### config.mk
export PLATFORM = sky130hd
export DESIGN_NAME = pe_result_collector
export DESIGN_NICKNAME = d
export VERILOG_FILES = /design/src/rtl/pe_result_collector.sv
export SDC_FILE = /design/constraint.sdc
export NUM_CORES = 1
export LEC_CHECK = 0
export ABC_AREA = 1
export CELL_PAD_IN_SITES_DETAIL_PLACEMENT = 0
export CELL_PAD_IN_SITES_GLOBAL_PLACEMENT = 2
export CORE_MARGIN = 2
export CORE_UTILIZATION = 30
export DETAILED_ROUTE_END_ITERATION = 10
export PLACE_DENSITY = 0.62
export RECOVER_POWER = 100
export SLEW_MARGIN = 20
export SYNTH_ARGS = -nofsm -noshare
export SYNTH_HDL_FRONTEND = slang
export SYNTH_SLANG_ARGS = --single-unit
### constraint.sdc
create_clock -name clk -period 2.2 [get_ports clk]
set_input_delay 0.33 -clock clk [delete_from_list [all_inputs] [get_ports clk]]
set_output_delay 0.33 -clock clk [all_outputs]
set_load 0.01 [all_outputs]
### src/rtl/pe_result_collector.sv
// rtl/pe_result_collector.sv - drain stage for a PE chain: capture, ReLU, frame tagging, result FIFO
module pe_result_collector #(
   parameter int width   = 8,
   parameter int decimal = 4,
   parameter int NRES    = 4,
   parameter int DEPTH   = 8,
   parameter int RELU    = 1
) (
   input  logic                       clk,
   input  logic                       rst,
   input  logic [1:0]                 ctl,
   input  logic [width-1:0]           i_out,
   output logic [width-1:0]           o_data,
   output logic                       o_last,
   output logic                       o_valid,
   input  logic                       i_ready,
   output logic                       frame_done,
   output logic                       overflow,
   output logic                       err_extra,
   output logic [$clog2(DEPTH):0]     fill
);

   localparam int AW = $clog2(DEPTH);

   // frame index counts 0..NRES; NRES never exceeds 255 so 8 bits always suffice
   localparam logic [7:0]  NRES_L   = 8'(NRES);
   localparam logic [7:0]  LAST_IDX = 8'(NRES - 1);
   localparam logic [AW:0] DEPTH_L  = (AW + 1)'(DEPTH);

   localparam logic [1:0] CTL_LOAD = 2'd0;
   localparam logic [1:0] CTL_OUT  = 2'd1;

   // elaboration-time parameter sanity; decimal only matters to the data format upstream
   if (NRES < 1 || NRES > 255) begin : g_bad_nres
      $error("pe_result_collector: NRES out of range");
   end
   if (DEPTH < 2 || DEPTH > 64 || (DEPTH & (DEPTH - 1)) != 0) begin : g_bad_depth
      $error("pe_result_collector: DEPTH must be a power of two in 2..64");
   end
   if (decimal < 0 || decimal >= width) begin : g_bad_decimal
      $error("pe_result_collector: decimal out of range");
   end

   logic [7:0]        idx_q, idx_d;
   logic [AW-1:0]     wr_ptr_q, wr_ptr_d;
   logic [AW-1:0]     rd_ptr_q, rd_ptr_d;
   logic [AW:0]       fill_q, fill_d;
   logic              frame_done_q, frame_done_d;
   logic              overflow_q, overflow_d;
   logic              err_extra_q, err_extra_d;

   // each entry holds {last, value}
   logic [width:0]    mem_q [DEPTH];

   logic              capture;
   logic              extra;
   logic              pop;
   logic              push_ok;
   logic              entry_last;
   logic [width-1:0]  entry_val;

   // capture decode, ReLU clamp and FIFO push/pop arbitration
   always_comb begin
      capture    = (ctl == CTL_OUT) && (idx_q < NRES_L);
      extra      = (ctl == CTL_OUT) && (idx_q == NRES_L);
      entry_last = (idx_q == LAST_IDX);
      entry_val  = i_out;
      if (RELU != 0 && i_out[width-1]) begin
         entry_val = '0;
      end
      pop     = (fill_q != '0) && i_ready;
      // a full FIFO still takes a push when the head leaves in the same cycle
      push_ok = capture && ((fill_q < DEPTH_L) || pop);
   end

   // next-state for frame index, pointers, occupancy and status flags
   always_comb begin
      idx_d = idx_q;
      if (ctl == CTL_LOAD) begin
         idx_d = '0;
      end else if (capture) begin
         // advances even when the entry is dropped so frame alignment holds
         idx_d = idx_q + 8'd1;
      end

      wr_ptr_d = push_ok ? wr_ptr_q + AW'(1) : wr_ptr_q;
      rd_ptr_d = pop     ? rd_ptr_q + AW'(1) : rd_ptr_q;

      fill_d = fill_q;
      if (push_ok && !pop) begin
         fill_d = fill_q + (AW + 1)'(1);
      end else if (pop && !push_ok) begin
         fill_d = fill_q - (AW + 1)'(1);
      end

      frame_done_d = push_ok && entry_last;
      overflow_d   = overflow_q  || (capture && !push_ok);
      err_extra_d  = err_extra_q || extra;
   end

   // control state registers with synchronous reset
   always_ff @(posedge clk) begin
      if (rst) begin
         idx_q        <= '0;
         wr_ptr_q     <= '0;
         rd_ptr_q     <= '0;
         fill_q       <= '0;
         frame_done_q <= 1'b0;
         overflow_q   <= 1'b0;
         err_extra_q  <= 1'b0;
      end else begin
         idx_q        <= idx_d;
         wr_ptr_q     <= wr_ptr_d;
         rd_ptr_q     <= rd_ptr_d;
         fill_q       <= fill_d;
         frame_done_q <= frame_done_d;
         overflow_q   <= overflow_d;
         err_extra_q  <= err_extra_d;
      end
   end

   // storage array; contents are don't-care until the fill counter covers them
   always_ff @(posedge clk) begin
      if (!rst && push_ok) begin
         mem_q[wr_ptr_q] <= {entry_last, entry_val};
      end
   end

   // head is masked while empty so outputs read zero after reset
   always_comb begin
      o_valid = (fill_q != '0);
      o_data  = o_valid ? mem_q[rd_ptr_q][width-1:0] : '0;
      o_last  = o_valid ? mem_q[rd_ptr_q][width]     : 1'b0;
   end

   assign frame_done = frame_done_q;
   assign overflow   = overflow_q;
   assign err_extra  = err_extra_q;
   assign fill       = fill_q;

endmodule

==> load_flow_metrics.sql <==
INSERT INTO impl_metrics (metric_group, metric, value, unit) VALUES
('outcome', 'run_status', 'completed', ''),
('logic_synthesis', 'synth_fp_nets', '377', ''),
('global_route', 'antenna_found_initial', '0', ''),
('floorplan', 'pin_count', '30', ''),
('cts', 'path_clk_slew', '0.06', 'ns'),
('placement', 'numPortBuffers', '28', ''),
('drt', 'post_route_drc', '0', ''),
('timing', 'maxSlewHeadroom', '0.402', ''),
('logic_synthesis', 'asyncSetResetFlopFracSynth', '0', ''),
('timing', 'final.period_utilization', '0.941', ''),
('logic_synthesis', 'synthTopCellsByCount', '93 x nor2_1, 64 x edfxtp_1, 36 x o21ai_0', ''),
('pwr', 'pwrdens', '1090', 'nW/um2'),
('pwr', 'vdd_ir_drop_max', '0.000528', 'V'),
('setup_path', 'cp.required', '1.87', 'ns'),
('setup_path', 'cp_data_arrival_time', '1.74', 'ns'),
('placement', 'detailedPlace.worstSlack', '-0.149', 'ns'),
('logic_synthesis', 'synthDominantCellAreaShare', '0.520', ''),
('logic_synthesis', 'post_synth_instance_area', '3700', 'um2'),
('setup_path', 'path_class', 'reg2out', ''),
('pwr', 'clock_power_share', '0.297', ''),
('logic_synthesis', 'netlist-cell-type-count', '27', ''),
('pwr', 'p_int', '3.47', 'mW'),
('pwr', 'power.share.combinational', '0.324', ''),
('setup_path', 'critical_path_sink_type', 'primary output', ''),
('drt', 'detail-route-antenna-nets', '0', ''),
('logic_synthesis', 'synth_area_per_cell', '10.4', 'um2'),
('placement', 'place.gp.congestion', '0.709', ''),
('cells_and_area', 'final.fill_count', '1221', ''),
('pwr', 'power.switching', '1.61', 'mW'),
('logic_synthesis', 'synth_edf_count', '64', ''),
('global_route', 'grt_max_degree', '33', ''),
('pwr', 'seq_power_share', '0.379', ''),
('cts', 'insertion_delay', '0.33', 'ns'),
('cts', 'numCtsBuffers', '9', ''),
('timing', 'setup-violations-final', '0', ''),
('logic_synthesis', 'yosys_warnings', '0', ''),
('pwr', 'leakage_power', '1.84', 'nW'),
('setup_path', 'timing.critical_path.fanout_max', '11', ''),
('pwr', 'fin_total_pwr', '5.09', 'mW'),
('cts', 'cell_at_the_root_of_the_clock_tree', 'clkbuf_16', ''),
('timing', 'achievable-frequency', '483', 'MHz'),
('floorplan', 'standard_cell_row_count', '40', ''),
('floorplan', 'dieWidth', '115', 'um'),
('cts', 'numClockSinks', '88', ''),
('cts', 'cts_max_path_buffers', '2', ''),
('logic_synthesis', 'yosys_register_bits', '88', ''),
('logic_synthesis', 'synth_top_flop_cell', 'edfxtp_1', ''),
('floorplan', 'die_height', '115', 'um'),
('cells_and_area', 'fin_nets', '438', ''),
('logic_synthesis', 'synth.area.top_cells', 'edfxtp_1 52%, dfxtp_1 13%, nor2_1 9.4%, o21ai_0 4.9%, nand2_1 3.3%', ''),
('timing', 'rsz0062_at_grt', 'false', ''),
('pwr', 'swShare', '0.317', ''),
('drt', 'post_detailed_routing_wire_length', '8.30', 'mm'),
('floorplan', 'placeableCoreArea', '12000', 'um2'),
('floorplan', 'die_area', '13200', 'um2'),
('cells_and_area', 'layout.cell_area.non_filler', '4660', 'um2'),
('drt', 'vias', '2533', ''),
('timing', 'finalSetupTns', '0', 'ns'),
('placement', 'detailed_place.area', '4380', 'um2'),
('timing', 'post-route-worst-setup-slack', '0.129', 'ns'),
('cells_and_area', 'post_route_cells_drive_above_1_share', '0.137', ''),
('logic_synthesis', 'synth_area_leader_cell', 'edfxtp_1', ''),
('floorplan', 'starting_density', '0.308', ''),
('drt', 'routedWlPerCell', '14.6', 'um'),
('cts', 'tritoncts', 'done', ''),
('worst_hold_path', 'timing.hold.worst.class', 'reg2reg', ''),
('drt', 'routed_via_density', '4.45', ''),
('timing', 'tightestPinTransition', '0.888', 'ns'),
('placement', 'place_hpwl', '5.60', 'mm'),
('global_route', 'grt_pass1_vias', '2538', ''),
('global_route', 'grt_first_pass_wirelength', '13.1', 'mm');
==> stage by stage <==
stage               utilization  hold slack (ns)  std cells
floorplan                     -            0.408        356
global placement          0.365            0.415        552
detailed placement        0.365            0.418        552
CTS                       0.390            0.427        568
global route              0.388            0.446        569
finish                    0.388            0.426        569
==> registers in the layout, summed over array words and instances, names as in the netlist, named ones only <==
register / count
idx_q: 8
fill: 4
rd_ptr_q: 3
overflow: 1
wr_ptr_q: 3
mem_q: 64
err_extra: 1
frame_done: 1
==> layout by cell type (no fill, tap or decap), types with 7 or more instances in the layout <==
cell             count
a21oi_1             10
o211ai_1             8
edfxtp_1            64
nand2_1             34
dlygate4sd3_1        9
o22ai_1              7
nor2_1              92
nand3_1              8
clkbuf_16            9
clkbuf_1             9
clkdlybuf4s50_1     11
buf_4               12
dfxtp_1             22
inv_1               28
o21ai_0             37
clkbuf_2             8
==> power groups by stage <==
| stage | registers [mW] | clock network (mW) | logic (mW) |
|---|---|---|---|
| after CTS | 1.92 | 1.55 | 1.70 |
| after global routing | 1.94 | 1.63 | 1.89 |
| after floorplan | 1.98 | 0 | 0.912 |
| after global placement | 1.95 | 0 | 1.75 |
| after detailed placement | 1.95 | 0 | 1.75 |
| final | 1.93 | 1.51 | 1.65 |
==> critical path, cell delays in order, from the launching register on <==
cell             delay (ns)
dfxtp_1                0.43
nor2_1                 0.08
nand2_2                0.10
clkbuf_4               0.24
clkdlybuf4s50_1        0.56
==> routing by layer <==
metal	global-route usage	vias to the layer above	share of wire
met2	0.233	33	0.49
met1	0.165	1169	0.47
met5	0	-	0
met3	0.0290	9	0.024
li1	-	1322	-
met4	0.0426	0	0.015
==> layout make-up <==
type / count / share of cell area
multi-input cells: 225 / 0.243
inverters: 30 / 0.0253
repair buffers: 63 / 0.111
flip-flops and latches: 88 / 0.517
clock buffers: 10 / 0.0492
well taps: 147 / 0.0395
clock inverters: 6 / 0.0145
==> kinds of logic (layout without fill, tap and decap cells) <==
logic type,count (synthesis),count (layout),synth area share
other,1,1,0.00101
adder cells (fa/ha/maj),8,8,0.0291
XOR/XNOR,5,5,0.0118
AO/OA/AOI/OAI,63,63,0.0934
flip-flops,88,88,0.650
buffers and inverters,43,109,0.0477
AND/OR/NAND/NOR,148,148,0.167
==> worst paths after layout <==
kind / from / end / slack (ns) / cells past startpoint
setup reg to reg: fill[2] / mem_q[5][0] / 0.24 / 8
hold / removal: idx_q[7] / idx_q[7] / 0.43 / 2
setup / recovery: fill[2] / o_valid / 0.13 / 4
hold reg to reg: idx_q[7] / idx_q[7] / 0.43 / 2
==> repair_timing <==
action | 4_1_cts | 5_1_grt
pin swaps | 0 | 1
gates resized for setup | 11 | 10
setup endpoints to repair | 8 | 3
cloned | 0 | 1
hold buffers | 0 | 0
buffers inserted | 0 | 0
No activity file was read; power rests on OpenSTA's default activity.
